**config.mk**
```make
export PLATFORM = sky130hd
export DESIGN_NAME = bp_multi_flat
export DESIGN_NICKNAME = d
export VERILOG_FILES = /design/src/rtl/bp_multi_if.sv /design/src/rtl/bp_multi.sv /design/src/flat_wrapper.sv
export SDC_FILE = /design/constraint.sdc
export NUM_CORES = 1
export LEC_CHECK = 0
export ABC_AREA = 1
export CAP_MARGIN = 20
export CORE_MARGIN = 1
export CORE_UTILIZATION = 57
export DETAILED_ROUTE_END_ITERATION = 10
export MAX_ROUTING_LAYER = met4
export PLACE_DENSITY = 0.9
export SYNTH_ARGS = -nofsm -noshare
export SYNTH_HDL_FRONTEND = slang
export SYNTH_SLANG_ARGS = --single-unit
```
**constraint.sdc**
```tcl
create_clock -name clock -period 2 [get_ports clock]
set_clock_uncertainty 0.05 [all_clocks]
set_input_delay 0.5 -clock clock [delete_from_list [all_inputs] [get_ports clock]]
set_output_delay 0.5 -clock clock [all_outputs]
set_load 0.01 [all_outputs]
```
**src/rtl/bp_multi_if.sv**
```systemverilog
// Host-side configuration, display and CPU bus signals of the multi-channel breakpoint unit.
// The slave modport is the bp_multi side; master is the CPU/debug-host side.
interface bp_multi_if #(
  parameter int NUM_BP = 4,
  parameter int ADDR_W = 16,
  parameter int PART_W = 8
) ();
  localparam int NPART  = ADDR_W / PART_W;
  localparam int PSEL_W = (NPART  > 1) ? $clog2(NPART)  : 1;
  localparam int CSEL_W = (NUM_BP > 1) ? $clog2(NUM_BP) : 1;

  logic [PART_W-1:0] bp_addr_part_in;
  logic [PSEL_W-1:0] bp_part_sel;
  logic [CSEL_W-1:0] bp_chan_sel;
  logic              bp_load;
  logic [1:0]        bp_mode_in;
  logic              bp_mode_load;
  logic [PART_W-1:0] bp_addr_disp;
  logic [ADDR_W-1:0] cpu_addr;
  logic              cpu_fetch;
  logic              mem_re;
  logic              mem_we;
  logic              bp_step;
  logic              bp_continue;
  logic              bp_halt;
  logic [CSEL_W-1:0] bp_hit_chan;
  logic              bp_hit_valid;

  modport slave (
    input  bp_addr_part_in, bp_part_sel, bp_chan_sel, bp_load,
    input  bp_mode_in, bp_mode_load,
    input  cpu_addr, cpu_fetch, mem_re, mem_we,
    input  bp_step, bp_continue,
    output bp_addr_disp, bp_halt, bp_hit_chan, bp_hit_valid
  );

  modport master (
    output bp_addr_part_in, bp_part_sel, bp_chan_sel, bp_load,
    output bp_mode_in, bp_mode_load,
    output cpu_addr, cpu_fetch, mem_re, mem_we,
    output bp_step, bp_continue,
    input  bp_addr_disp, bp_halt, bp_hit_chan, bp_hit_valid
  );
endinterface

```
**src/rtl/bp_multi.sv**
```systemverilog
// Multi-channel address breakpoint unit: per-channel address/mode registers loaded in slices,
// a priority match, and a RUN/BREAK/STEP/SKIP controller that stalls the CPU on a hit.
module bp_multi #(
  parameter int              NUM_BP     = 4,
  parameter int              ADDR_W     = 16,
  parameter int              PART_W     = 8,
  parameter logic [ADDR_W-1:0] RESET_ADDR = ADDR_W'(16'hffff)
) (
  input logic       clock,
  input logic       reset,
  bp_multi_if.slave bus
);
  localparam int NPART  = ADDR_W / PART_W;
  localparam int CSEL_W = (NUM_BP > 1) ? $clog2(NUM_BP) : 1;
  localparam int PSEL_W = (NPART  > 1) ? $clog2(NPART)  : 1;

  typedef enum logic [1:0] {RUN, BREAK, STEP, SKIP} state_e;

  localparam logic [1:0] MODE_OFF   = 2'b00;
  localparam logic [1:0] MODE_EXEC  = 2'b01;
  localparam logic [1:0] MODE_READ  = 2'b10;
  localparam logic [1:0] MODE_WRITE = 2'b11;

  logic [ADDR_W-1:0] chan_addr [NUM_BP];
  logic [1:0]        chan_mode [NUM_BP];

  state_e            state_q, state_d;
  logic [CSEL_W-1:0] hit_chan_q, hit_chan_d;
  logic              hit_valid_q, hit_valid_d;

  logic [NUM_BP-1:0] match;
  logic              any_match;
  logic [CSEL_W-1:0] win_chan;
  logic              fetch_cyc;

  assign fetch_cyc = bus.cpu_fetch & bus.mem_re;

  // NOTE: the channel register file is reset explicitly because its reset contents
  // (RESET_ADDR, channel 0 armed for exec) are architecturally visible, unlike a plain RAM.
  always_ff @(posedge clock or negedge reset) begin
    if (!reset) begin
      for (int c = 0; c < NUM_BP; c++) begin
        chan_addr[c] <= RESET_ADDR;
        chan_mode[c] <= (c == 0) ? MODE_EXEC : MODE_OFF;
      end
    end else begin
      // Out-of-range selects simply match no channel/slice and are dropped.
      for (int c = 0; c < NUM_BP; c++) begin
        if (bus.bp_chan_sel == CSEL_W'(c)) begin
          if (bus.bp_mode_load) chan_mode[c] <= bus.bp_mode_in;
          for (int p = 0; p < NPART; p++) begin
            if (bus.bp_load && bus.bp_part_sel == PSEL_W'(p))
              chan_addr[c][p*PART_W +: PART_W] <= bus.bp_addr_part_in;
          end
        end
      end
    end
  end

  // NOTE: every always_comb output gets a default before any conditional assignment,
  // so no path leaves it unassigned and no latch is inferred.
  always_comb begin
    bus.bp_addr_disp = '0;
    for (int c = 0; c < NUM_BP; c++) begin
      for (int p = 0; p < NPART; p++) begin
        if (bus.bp_chan_sel == CSEL_W'(c) && bus.bp_part_sel == PSEL_W'(p))
          bus.bp_addr_disp = chan_addr[c][p*PART_W +: PART_W];
      end
    end
  end

  always_comb begin
    match = '0;
    for (int c = 0; c < NUM_BP; c++) begin
      if (bus.cpu_addr == chan_addr[c]) begin
        unique case (chan_mode[c])
          MODE_EXEC:  match[c] = bus.cpu_fetch & bus.mem_re;
          MODE_READ:  match[c] = bus.mem_re & ~bus.cpu_fetch;
          MODE_WRITE: match[c] = bus.mem_we;
          default:    match[c] = 1'b0;
        endcase
      end
    end
  end

  // Scan downward so the lowest-numbered matching channel is the last one written.
  always_comb begin
    win_chan = '0;
    for (int c = NUM_BP - 1; c >= 0; c--) begin
      if (match[c]) win_chan = CSEL_W'(c);
    end
  end

  assign any_match = |match;

  always_comb begin
    state_d     = state_q;
    hit_chan_d  = hit_chan_q;
    hit_valid_d = hit_valid_q;
    unique case (state_q)
      RUN: begin
        if (any_match) begin
          state_d     = BREAK;
          hit_chan_d  = win_chan;
          hit_valid_d = 1'b1;
        end
      end
      BREAK: begin
        if (bus.bp_continue)  state_d = SKIP;
        else if (bus.bp_step) state_d = STEP;
      end
      STEP: begin
        // A step break keeps the last channel but marks it as not caused by a match.
        if (fetch_cyc) begin
          state_d     = BREAK;
          hit_valid_d = 1'b0;
        end
      end
      SKIP: begin
        // The one fetch at the breakpoint address executes before matching resumes.
        if (fetch_cyc) state_d = RUN;
      end
      default: state_d = RUN;
    endcase
  end

  // NOTE: sequential state uses non-blocking assignments so all registers update
  // together from pre-edge values regardless of evaluation order.
  always_ff @(posedge clock or negedge reset) begin
    if (!reset) begin
      state_q     <= RUN;
      hit_chan_q  <= '0;
      hit_valid_q <= 1'b0;
    end else begin
      state_q     <= state_d;
      hit_chan_q  <= hit_chan_d;
      hit_valid_q <= hit_valid_d;
    end
  end

  // Decoded straight from the asynchronously reset state, so reset drops the stall at once.
  assign bus.bp_halt      = (state_q == BREAK);
  assign bus.bp_hit_chan  = hit_chan_q;
  assign bus.bp_hit_valid = hit_valid_q;

endmodule
```
**src/flat_wrapper.sv**
```systemverilog
// flat-port wrapper written by rule: the top's interface ports become plain ports
module bp_multi_flat 
#(
  parameter int              NUM_BP     = 4,
  parameter int              ADDR_W     = 16,
  parameter int              PART_W     = 8,
  parameter logic [ADDR_W-1:0] RESET_ADDR = ADDR_W'(16'hffff)
)
  (clock, reset, bus_bp_addr_part_in, bus_bp_part_sel, bus_bp_chan_sel, bus_bp_load, bus_bp_mode_in, bus_bp_mode_load, bus_cpu_addr, bus_cpu_fetch, bus_mem_re, bus_mem_we, bus_bp_step, bus_bp_continue, bus_bp_addr_disp, bus_bp_halt, bus_bp_hit_chan, bus_bp_hit_valid);
  bp_multi_if #(.NUM_BP(NUM_BP), .ADDR_W(ADDR_W), .PART_W(PART_W)) bus_i ();
  input logic clock;
  input logic reset;
  input wire logic [$bits(bus_i.bp_addr_part_in)-1:0] bus_bp_addr_part_in;
  input wire logic [$bits(bus_i.bp_part_sel)-1:0] bus_bp_part_sel;
  input wire logic [$bits(bus_i.bp_chan_sel)-1:0] bus_bp_chan_sel;
  input wire logic [$bits(bus_i.bp_load)-1:0] bus_bp_load;
  input wire logic [$bits(bus_i.bp_mode_in)-1:0] bus_bp_mode_in;
  input wire logic [$bits(bus_i.bp_mode_load)-1:0] bus_bp_mode_load;
  input wire logic [$bits(bus_i.cpu_addr)-1:0] bus_cpu_addr;
  input wire logic [$bits(bus_i.cpu_fetch)-1:0] bus_cpu_fetch;
  input wire logic [$bits(bus_i.mem_re)-1:0] bus_mem_re;
  input wire logic [$bits(bus_i.mem_we)-1:0] bus_mem_we;
  input wire logic [$bits(bus_i.bp_step)-1:0] bus_bp_step;
  input wire logic [$bits(bus_i.bp_continue)-1:0] bus_bp_continue;
  output wire logic [$bits(bus_i.bp_addr_disp)-1:0] bus_bp_addr_disp;
  output wire logic [$bits(bus_i.bp_halt)-1:0] bus_bp_halt;
  output wire logic [$bits(bus_i.bp_hit_chan)-1:0] bus_bp_hit_chan;
  output wire logic [$bits(bus_i.bp_hit_valid)-1:0] bus_bp_hit_valid;
  assign bus_i.bp_addr_part_in = bus_bp_addr_part_in;
  assign bus_i.bp_part_sel = bus_bp_part_sel;
  assign bus_i.bp_chan_sel = bus_bp_chan_sel;
  assign bus_i.bp_load = bus_bp_load;
  assign bus_i.bp_mode_in = bus_bp_mode_in;
  assign bus_i.bp_mode_load = bus_bp_mode_load;
  assign bus_i.cpu_addr = bus_cpu_addr;
  assign bus_i.cpu_fetch = bus_cpu_fetch;
  assign bus_i.mem_re = bus_mem_re;
  assign bus_i.mem_we = bus_mem_we;
  assign bus_i.bp_step = bus_bp_step;
  assign bus_i.bp_continue = bus_bp_continue;
  assign bus_bp_addr_disp = bus_i.bp_addr_disp;
  assign bus_bp_halt = bus_i.bp_halt;
  assign bus_bp_hit_chan = bus_i.bp_hit_chan;
  assign bus_bp_hit_valid = bus_i.bp_hit_valid;
  bp_multi #(.NUM_BP(NUM_BP), .ADDR_W(ADDR_W), .PART_W(PART_W), .RESET_ADDR(RESET_ADDR)) u_core (.clock(clock), .reset(reset), .bus(bus_i));
endmodule
```
## Yosys cells after proc, flatten, opt, wreduce, memory -nomap -nowiden

Cells that the tools add are included.

| cells by class | value |
|---|---|
| eq/ne operators | 26 |
| muxes and demuxes | 29 |
| bitwise gates (word level) | 4 |
| reduce and logical (&&, ||, !) cells | 29 |

Operators with widths:

| operator | count |
|---|---|
| 16-bit == test | 4 |
| 8-bit two-way mux | 8 |
| 2-bit AND reduction | 13 |
| 2-bit == test (second input constant) | 12 |
| 2-bit two-way mux | 9 |
| 2-bit by 1-bit == test with 1-bit output (second input constant) | 6 |
| 1-bit one-hot mux with 3 select lines | 4 |
| 1-bit logical AND | 10 |
| 2-bit one-hot mux with 4 select lines | 1 |
| 1-bit two-way mux | 6 |
| 2-bit by 1-bit inequality test with 1-bit output (second input constant) | 3 |
| 2-bit zero test | 2 |
| 4-bit AND reduction | 1 |
| 4-bit OR reduction | 1 |
| 3-bit inequality test (second input constant) | 1 |
| 3-bit AND reduction | 1 |
| 1-bit AND | 2 |
| 1-bit inverter | 2 |
| 1-bit one-hot mux with 2 select lines | 1 |
| 2-bit nonzero test | 1 |

| storage, ports and cells | value |
|---|---|
| register bits | 77 |
| input bits | 38 |
| output and inout bits | 12 |
| word-level logic and storage cells | 103 |

## Depth between registers and ports, before layout

Gate-level depths: netlist (run 1).

| depth | value |
|---|---|
| depth in word-level cells | 10 |
| depth in mapped cells | 14 |
| mapped depth without buffers | 14 |

## Least setup slack after synthesis (run 1)

OpenSTA, ideal clock, no wires.

| timing | value |
|---|---|
| kind | input-to-output |
| start point | input bus_bp_chan_sel[1] |
| end point | output bus_bp_addr_disp[4] |
| arrival time | 1334 ps |
| data required time | 1450 ps |
| path slack | 116 ps |
| stages | 6 |
| path buffers | 1 |
| cells stage by stage | nor2_1 buf_2 nand3_1 o211ai_1 a21oi_1 o2111ai_1 |

| on the way | value |
|---|---|
| longest elaborated chain between the ends | 10 |
| elaborated cells on any way between the ends | 20 |
| classes of those cells | 3 x eq/ne; 8 x mux; 9 x reduce/logical |

RTL lines:

| element | RTL line | text |
|---|---|---|
| start, declared | flat_wrapper.sv:15 | `input wire logic [$bits(bus_i.bp_chan_sel)-1:0] bus_bp_chan_sel;` |
| 2-bit zero test | bp_multi.sv:66 | `if (bus.bp_chan_sel == CSEL_W'(c) && bus.bp_part_sel == PSEL_W'(p))` |
| 1-bit logical AND | bp_multi.sv:66 |  |
| 8-bit two-way mux (7 in a row) | bp_multi.sv:66 |  |
| 8-bit two-way mux * | bp_multi.sv:66 |  |
| end, declared | flat_wrapper.sv:25 | `output wire logic [$bits(bus_i.bp_addr_disp)-1:0] bus_bp_addr_disp;` |

Mark *: on every way between the ends. The rest lies on a longest branch, timed or not.

## Worst setup path after layout (run 1)

| timing | value |
|---|---|
| start point | input bus_bp_chan_sel[0] |
| end point | output bus_bp_addr_disp[2] |

Same word-level chain as after synthesis.

==> results_dict.tcl, run 1 <==
set metrics [dict create \
    endpoint_kind "primary output" \
    groute.usage.overall_pct 41.3 \
    worstHoldPathType "in2async" \
    critical_path.cell_chain "buf_12 -> clkinv_8 -> nor2_4 -> nand2_2 -> inv_4 -> buf_4 -> a221oi_2 -> o2111ai_1 -> buf_2" \
    grt_setup_unrepaired "yes" \
    worstSetupStartpointType "input pin" \
    drtIter0Drc 467 \
    yosysUniqueCellTypes 29 \
    io_buffer_count 49 \
    slew_headroom_pct 71.5 \
    cp_max_fo 8 \
    area_growth_pct 35.3 \
    dpl_worst_slack_ns -1.07 \
    io_pins 50 \
    yosysSeqAreaShare_pct 43.9 \
    grt-ovfl-total 0 \
    crit_cells 9 \
    drv_slew 0 \
    vdd_drop_max_uv 548 \
    cts_sinks 77 \
    vias_per_cell 5.77 \
    start_util_pct 59.2 \
    crit_type "in2out" \
    routed_wl_um 15900 \
    power_density_nw_per_um2 813 \
    placed_cell_area_um2 5690 \
    yosysWarningCount 0 \
    cts_max_path_buffers 2 \
    fin_crit_ns 2.09 \
    fmax_mhz 480 \
    grt_antenna_before_repair 0 \
    synth_cells 625 \
    fin_area_um2 6190 \
    failed_checks "negative setup slack" \
    grt_pass1_vias 4892 \
    setup_viol 8 \
    syn_area_um2 4580 \
    place_hpwl_um 11700 \
    htree_levels 3 \
    crit_required_ns 1.45 \
    clk_pin_slew_ns 0.08 \
    dr.pass1.iters 5 \
    nFillCells 533 \
    core_area_um2 7730 \
    cts_hold_buffers 0 \
    vias 4918 \
    crit_arrival_ns 1.54 \
    die_x_um 91.6 \
    cp_num_buf_inv 5 \
    r2r_cells 11 \
    p_leak_nw 2.95 \
    ys_seq_elements 77 \
    rows 32 \
    cts_tree "built" \
    finalCritPeriodShare_pct 104 \
    path_delay_family "buffers and inverters" \
    ant_nets 0 \
    clock-root-buffer "clkbuf_8" \
    layout-drive-gt1-share_pct 31.7 \
    gp_congestion 0.995 \
    clkLatencyLatePin_ns 0.36 \
    drc 0 \
    numCtsBuffers 9 \
    grt_pass1_wl_um 25300 \
    syn_avg_cell_area_um2 7.32 \
    grt_max_degree 78 \
    diodes 0 \
    setup_slack_ns -0.0850 \
    die_y_um 91.6 \
    max_stage_delay_ns 0.26 \
    layout.nets 783 \
    drv_cap 0 \
    post_drt_wl_per_cell_um 18.7 \
    hold_violations 0 \
    syn_nets 663 \
    outcome "finished with violations" \
    dieArea_um2 8390 \
    cp_slowest_cell "a221oi_2" \
    tightest_slew_ns 0.428 \
]
synth_stat cells:
library cell  instances  area share, %
a21oi_1               4           0.44
a21oi_2               1           0.19
a221oi_1              6            1.1
a22oi_1               7            1.1
a31oi_1               1           0.14
buf_2                12            1.3
buf_4                 1           0.16
clkinv_1              1          0.082
dfrtp_1              12            6.6
dfstp_2              65             37
inv_1                62            5.1
inv_2                19            1.6
nand2_1             224             18
nand2_2               2           0.27
nand2_4               1           0.25
nand3_1              26            2.8
nand3_2               2           0.44
nand4_1               6           0.82
nor2_1               34            2.8
nor2_2                9            1.2
nor2_4                1           0.25
nor4_1                1           0.14
o2111ai_1             7            1.3
o211ai_1              2           0.33
o21ai_0              31            3.4
o21ai_1              54            5.9
o21bai_1              1           0.16
xnor2_1              28            5.4
xor2_1                5           0.96
placed cells by master, fill, tap and decap left out, drive strengths merged:
cell             n
clkdlybuf4s50   20
o2111ai          7
inv             81
xor2             5
nand3           28
xnor2           28
nor2            44
o21bai           1
nand2          227
clkbuf           9
a22oi            7
buf             85
dfstp           65
a31oi            1
bufinv           1
nor4             1
clkinv           6
dlymetal6s2s     7
a21oi            5
dfrtp           12
nand4            6
dlygate4sd2     10
o21ai           85
o211ai           2
a221oi           6
clkinvlp         1
flip-flops by register name (all words and copies together) (netlist names):
name                     flops
u_core.chan_addr            64
u_core.state_q               2
u_core.bus.bp_hit_valid      1
u_core.bus.bp_hit_chan       2
u_core.chan_mode             8
layout make-up:
| type | instances | area [um^2] | share of cell area (%) |
|---|---|---|---|
| flip-flops and latches | 77 | 2010 | 32.5 |
| repair buffers | 122 | 1140 | 18.4 |
| clock inverters | 7 | 73.8 | 1.19 |
| multi-input cells | 453 | 2380 | 38.5 |
| well taps | 102 | 128 | 2.06 |
| inverters | 82 | 333 | 5.37 |
| clock buffers | 9 | 124 | 2.00 |
worst reg2reg max path, delay by kind of cell (launching register included):
kind / cells / cell delay [ns]
AND/OR/NAND/NOR: 9 / 0.95
flip-flops: 1 / 0.57
XOR/XNOR: 1 / 0.15
buffers and inverters: 1 / 0.12
path summary, 6_finish.rpt:
kind	start	to	slack, ns
max	bus_bp_chan_sel[0]	bus_bp_addr_disp[2]	-0.09
min	reset	u_core.bus.bp_hit_valid	0.15
max reg2reg	u_core.chan_addr[36]	u_core.bus.bp_hit_valid	0.06
min reg2reg	u_core.chan_addr[24]	u_core.chan_addr[24]	0.43
max in group asynchronous	reset	u_core.chan_addr[42]	1.42
min in group clock	u_core.chan_addr[24]	u_core.chan_addr[24]	0.43
cells by family (layout without fill, tap and decap cells):
kind of cell / after synthesis / count (layout) / share of synthesized area, %
buf+inv: 95 / 220 / 8.20
flops: 77 / 77 / 43.9
simple gates: 306 / 306 / 27.4
compound gates: 114 / 114 / 14.2
xor+xnor: 33 / 33 / 6.32
per-stage QoR:
| step | utilization [%] | power (mW) | std cells | setup TNS, ns | hold WS (ns) |
|---|---|---|---|---|---|
| global route | 80.1 | 5.26 | 852 | -0.949 | 0.171 |
| CTS | 78.7 | 4.96 | 849 | -0.500 | 0.145 |
| detailed placement | 73.7 | 3.71 | 829 | -10.98 | 0.421 |
| global placement | 73.7 | 3.65 | 829 | -9.76 | 0.406 |
| finish | 80.1 | 5.03 | 852 | -0.481 | 0.145 |
| floorplan | - | 2.99 | 625 | 0 | 0.154 |
timing repair:
item / in CTS / in global routing
gates resized for setup: 111 / 27
cloned: 1 / 0
pin swaps: 16 / 18
endpoints found under the setup margin: 14 / 13
buffers inserted: 3 / 3
report_power, final:
part | switching (mW) | leakage, nW | internal, mW
clock | 0.629 | 0.0996 | 0.580
sequential | 0.295 | 0.836 | 2.02
combinational | 0.830 | 2.01 | 0.674
layer usage:
metal	vias to the layer above	track usage, %	wire, um
met3	45	6.20	1530
met5	-	-	0
li1	2239	-	-
met2	284	64.0	7420
met4	0	16.5	558
met1	2350	54.7	6390
(Power assumes the default switching activity.)
==> run 2, diff against run 1 <==
Settings changed: GPL_TIMING_DRIVEN set to 0.
==> results_dict.tcl, run 2 (synthesized netlist as in run 1, its figures left out) <==
set metrics [dict create \
    outcome "finished with violations" \
    failed_checks "negative setup slack" \
    cp-startpoint "bus_bp_chan_sel[0]" \
    hold_violations 0 \
    area_growth_pct 25.8 \
    core_area_um2 7730 \
    dpl_worst_slack_ns -1.35 \
    layout.nets 733 \
    dieArea_um2 8390 \
    cp_max_fo 7 \
    dr.pass1.iters 7 \
    power_density_nw_per_um2 885 \
    r2r_cells 12 \
    crit_required_ns 1.45 \
    cp_slowest_cell "a221oi_2" \
    vias 4894 \
    grt_antenna_before_repair 0 \
    critical_path.cell_chain "buf_12 -> clkinv_8 -> nor2_4 -> nand2_2 -> clkinv_4 -> buf_4 -> a221oi_2 -> o2111ai_1 -> buf_2" \
    clkLatencyLatePin_ns 0.36 \
    layout_commonest_cell "nand2_1" \
    fin_crit_ns 2.22 \
    place_hpwl_um 10600 \
    htree_levels 3 \
    cts_max_path_buffers 2 \
    setup.worst_path.end "bus_bp_addr_disp[3]" \
    r2r_start "u_core.chan_addr[23]" \
    final_core_util_pct 74.5 \
    groute.usage.overall_pct 39.2 \
    drtIter0Drc 626 \
    die_x_um 91.6 \
    ant_nets 0 \
    finalCritPeriodShare_pct 111 \
    io_pins 50 \
    routed_wl_um 16000 \
    reg_top3 "u_core.chan_addr x64, u_core.chan_mode x8" \
    layout-drive-gt1-share_pct 25.9 \
    setup_slack_ns -0.218 \
    grt_max_degree 44 \
    vias_per_cell 6.10 \
    largest_register "u_core.chan_addr" \
    drv_slew 0 \
    grt-ovfl-total 0 \
    cp_num_buf_inv 5 \
    vdd_drop_max_uv 541 \
    endpoint_kind "primary output" \
    grt_setup_unrepaired "yes" \
    ff2ff_setup_slack_ns 0.07 \
    io_buffer_count 46 \
    crit_type "in2out" \
    worstSetupStartpointType "input pin" \
    crit_cells 9 \
    clock-root-buffer "clkbuf_8" \
    slew_headroom_pct 64.5 \
    largest_reg_flops 64 \
    setup_viol 16 \
    fmax_mhz 451 \
    worstHoldPathType "in2async" \
    diodes 0 \
    crit_arrival_ns 1.67 \
    start_util_pct 59.2 \
    tightest_slew_ns 0.532 \
    numCtsBuffers 9 \
    grt_pass1_vias 4597 \
    nFillCells 556 \
    gp_congestion 0.979 \
    clk_pin_slew_ns 0.09 \
    die_y_um 91.6 \
    max_stage_delay_ns 0.27 \
    cts_tree "built" \
    rows 32 \
    grt_pass1_wl_um 23900 \
    cts_sinks 77 \
    drv_cap 0 \
    r2r-end "u_core.bus.bp_hit_chan[0]" \
    path_delay_family "buffers and inverters" \
    post_drt_wl_per_cell_um 19.9 \
    drc 0 \
    final_cell_mix "216 x nand2_1, 65 x dfstp_2, 61 x inv_1" \
    p_leak_nw 2.70 \
]
-- run 2: what timing repair did --
action,CTS,global route
pin swaps,15,13
setup buffers,5,6
setup endpoints to repair,22,19
resized for setup,94,32
hold buffers,0,0
cloned,1,0
-- run 2: power breakdown --
group          switching [mW]  total [mW]  internal (mW)
Sequential              0.302        2.33           2.03
Clock                   0.602        1.50          0.897
Combinational           0.744        1.27          0.524
Total                    1.65        5.10           3.45
-- run 2: metrics by stage --
stage | std cells | hold slack, ns | setup TNS [ns] | power (mW) | instance area, um^2
after floorplan | 625 | 0.154 | 0 | 2.99 | 4580
after global placement | 773 | 0.407 | -141.28 | 3.43 | 5160
after detailed placement | 774 | 0.415 | -33.30 | 3.49 | 5180
after CTS | 796 | 0.0561 | -0.559 | 4.99 | 5610
after global routing | 802 | 0.0763 | -1.77 | 5.31 | 5760
final | 802 | 0.0548 | -1.40 | 5.10 | 5760
-- run 2: worst reg2reg max path, delay by kind of cell (launching register included) --
family	cells	cell delay [ns]
DFF	1	0.57
buffers and inverters	1	0.05
and+or+nand+nor	11	1.22
-- run 2: worst min path at each step --
stage | startpoint | endpoint | slack (ns)
2_1_floorplan | reset | u_core.bus.bp_hit_chan[0] | 0.15
3_3_place_gp | u_core.bus.bp_hit_valid | u_core.bus.bp_hit_valid | 0.41
3_5_place_dp | u_core.bus.bp_hit_valid | u_core.bus.bp_hit_valid | 0.42
4_1_cts | reset | u_core.chan_mode[4] | 0.06
5_1_grt | reset | u_core.chan_mode[4] | 0.08
6_report | reset | u_core.chan_mode[4] | 0.05
-- run 2: layout make-up --
cell class | count | area (um^2) | share of cell area, %
multi-input cells | 453 | 2330 | 40.5
flip-flops and latches | 77 | 2010 | 34.9
repair buffers | 59 | 622 | 10.8
inverters | 82 | 338 | 5.87
clock buffers | 12 | 155 | 2.70
well taps | 102 | 128 | 2.22
clock inverters | 4 | 95.1 | 1.65
plain buffers | 13 | 81.3 | 1.41
-- run 2: layer usage --
| layer | GRT usage [%] | routed length, um | vias to the layer above |
|---|---|---|---|
| li1 | - | - | 2140 |
| met1 | 49.6 | 6020 | 2267 |
| met2 | 59.5 | 7220 | 379 |
| met3 | 8.12 | 1750 | 108 |
| met4 | 20.1 | 957 | 0 |
| met5 | - | 0 | - |
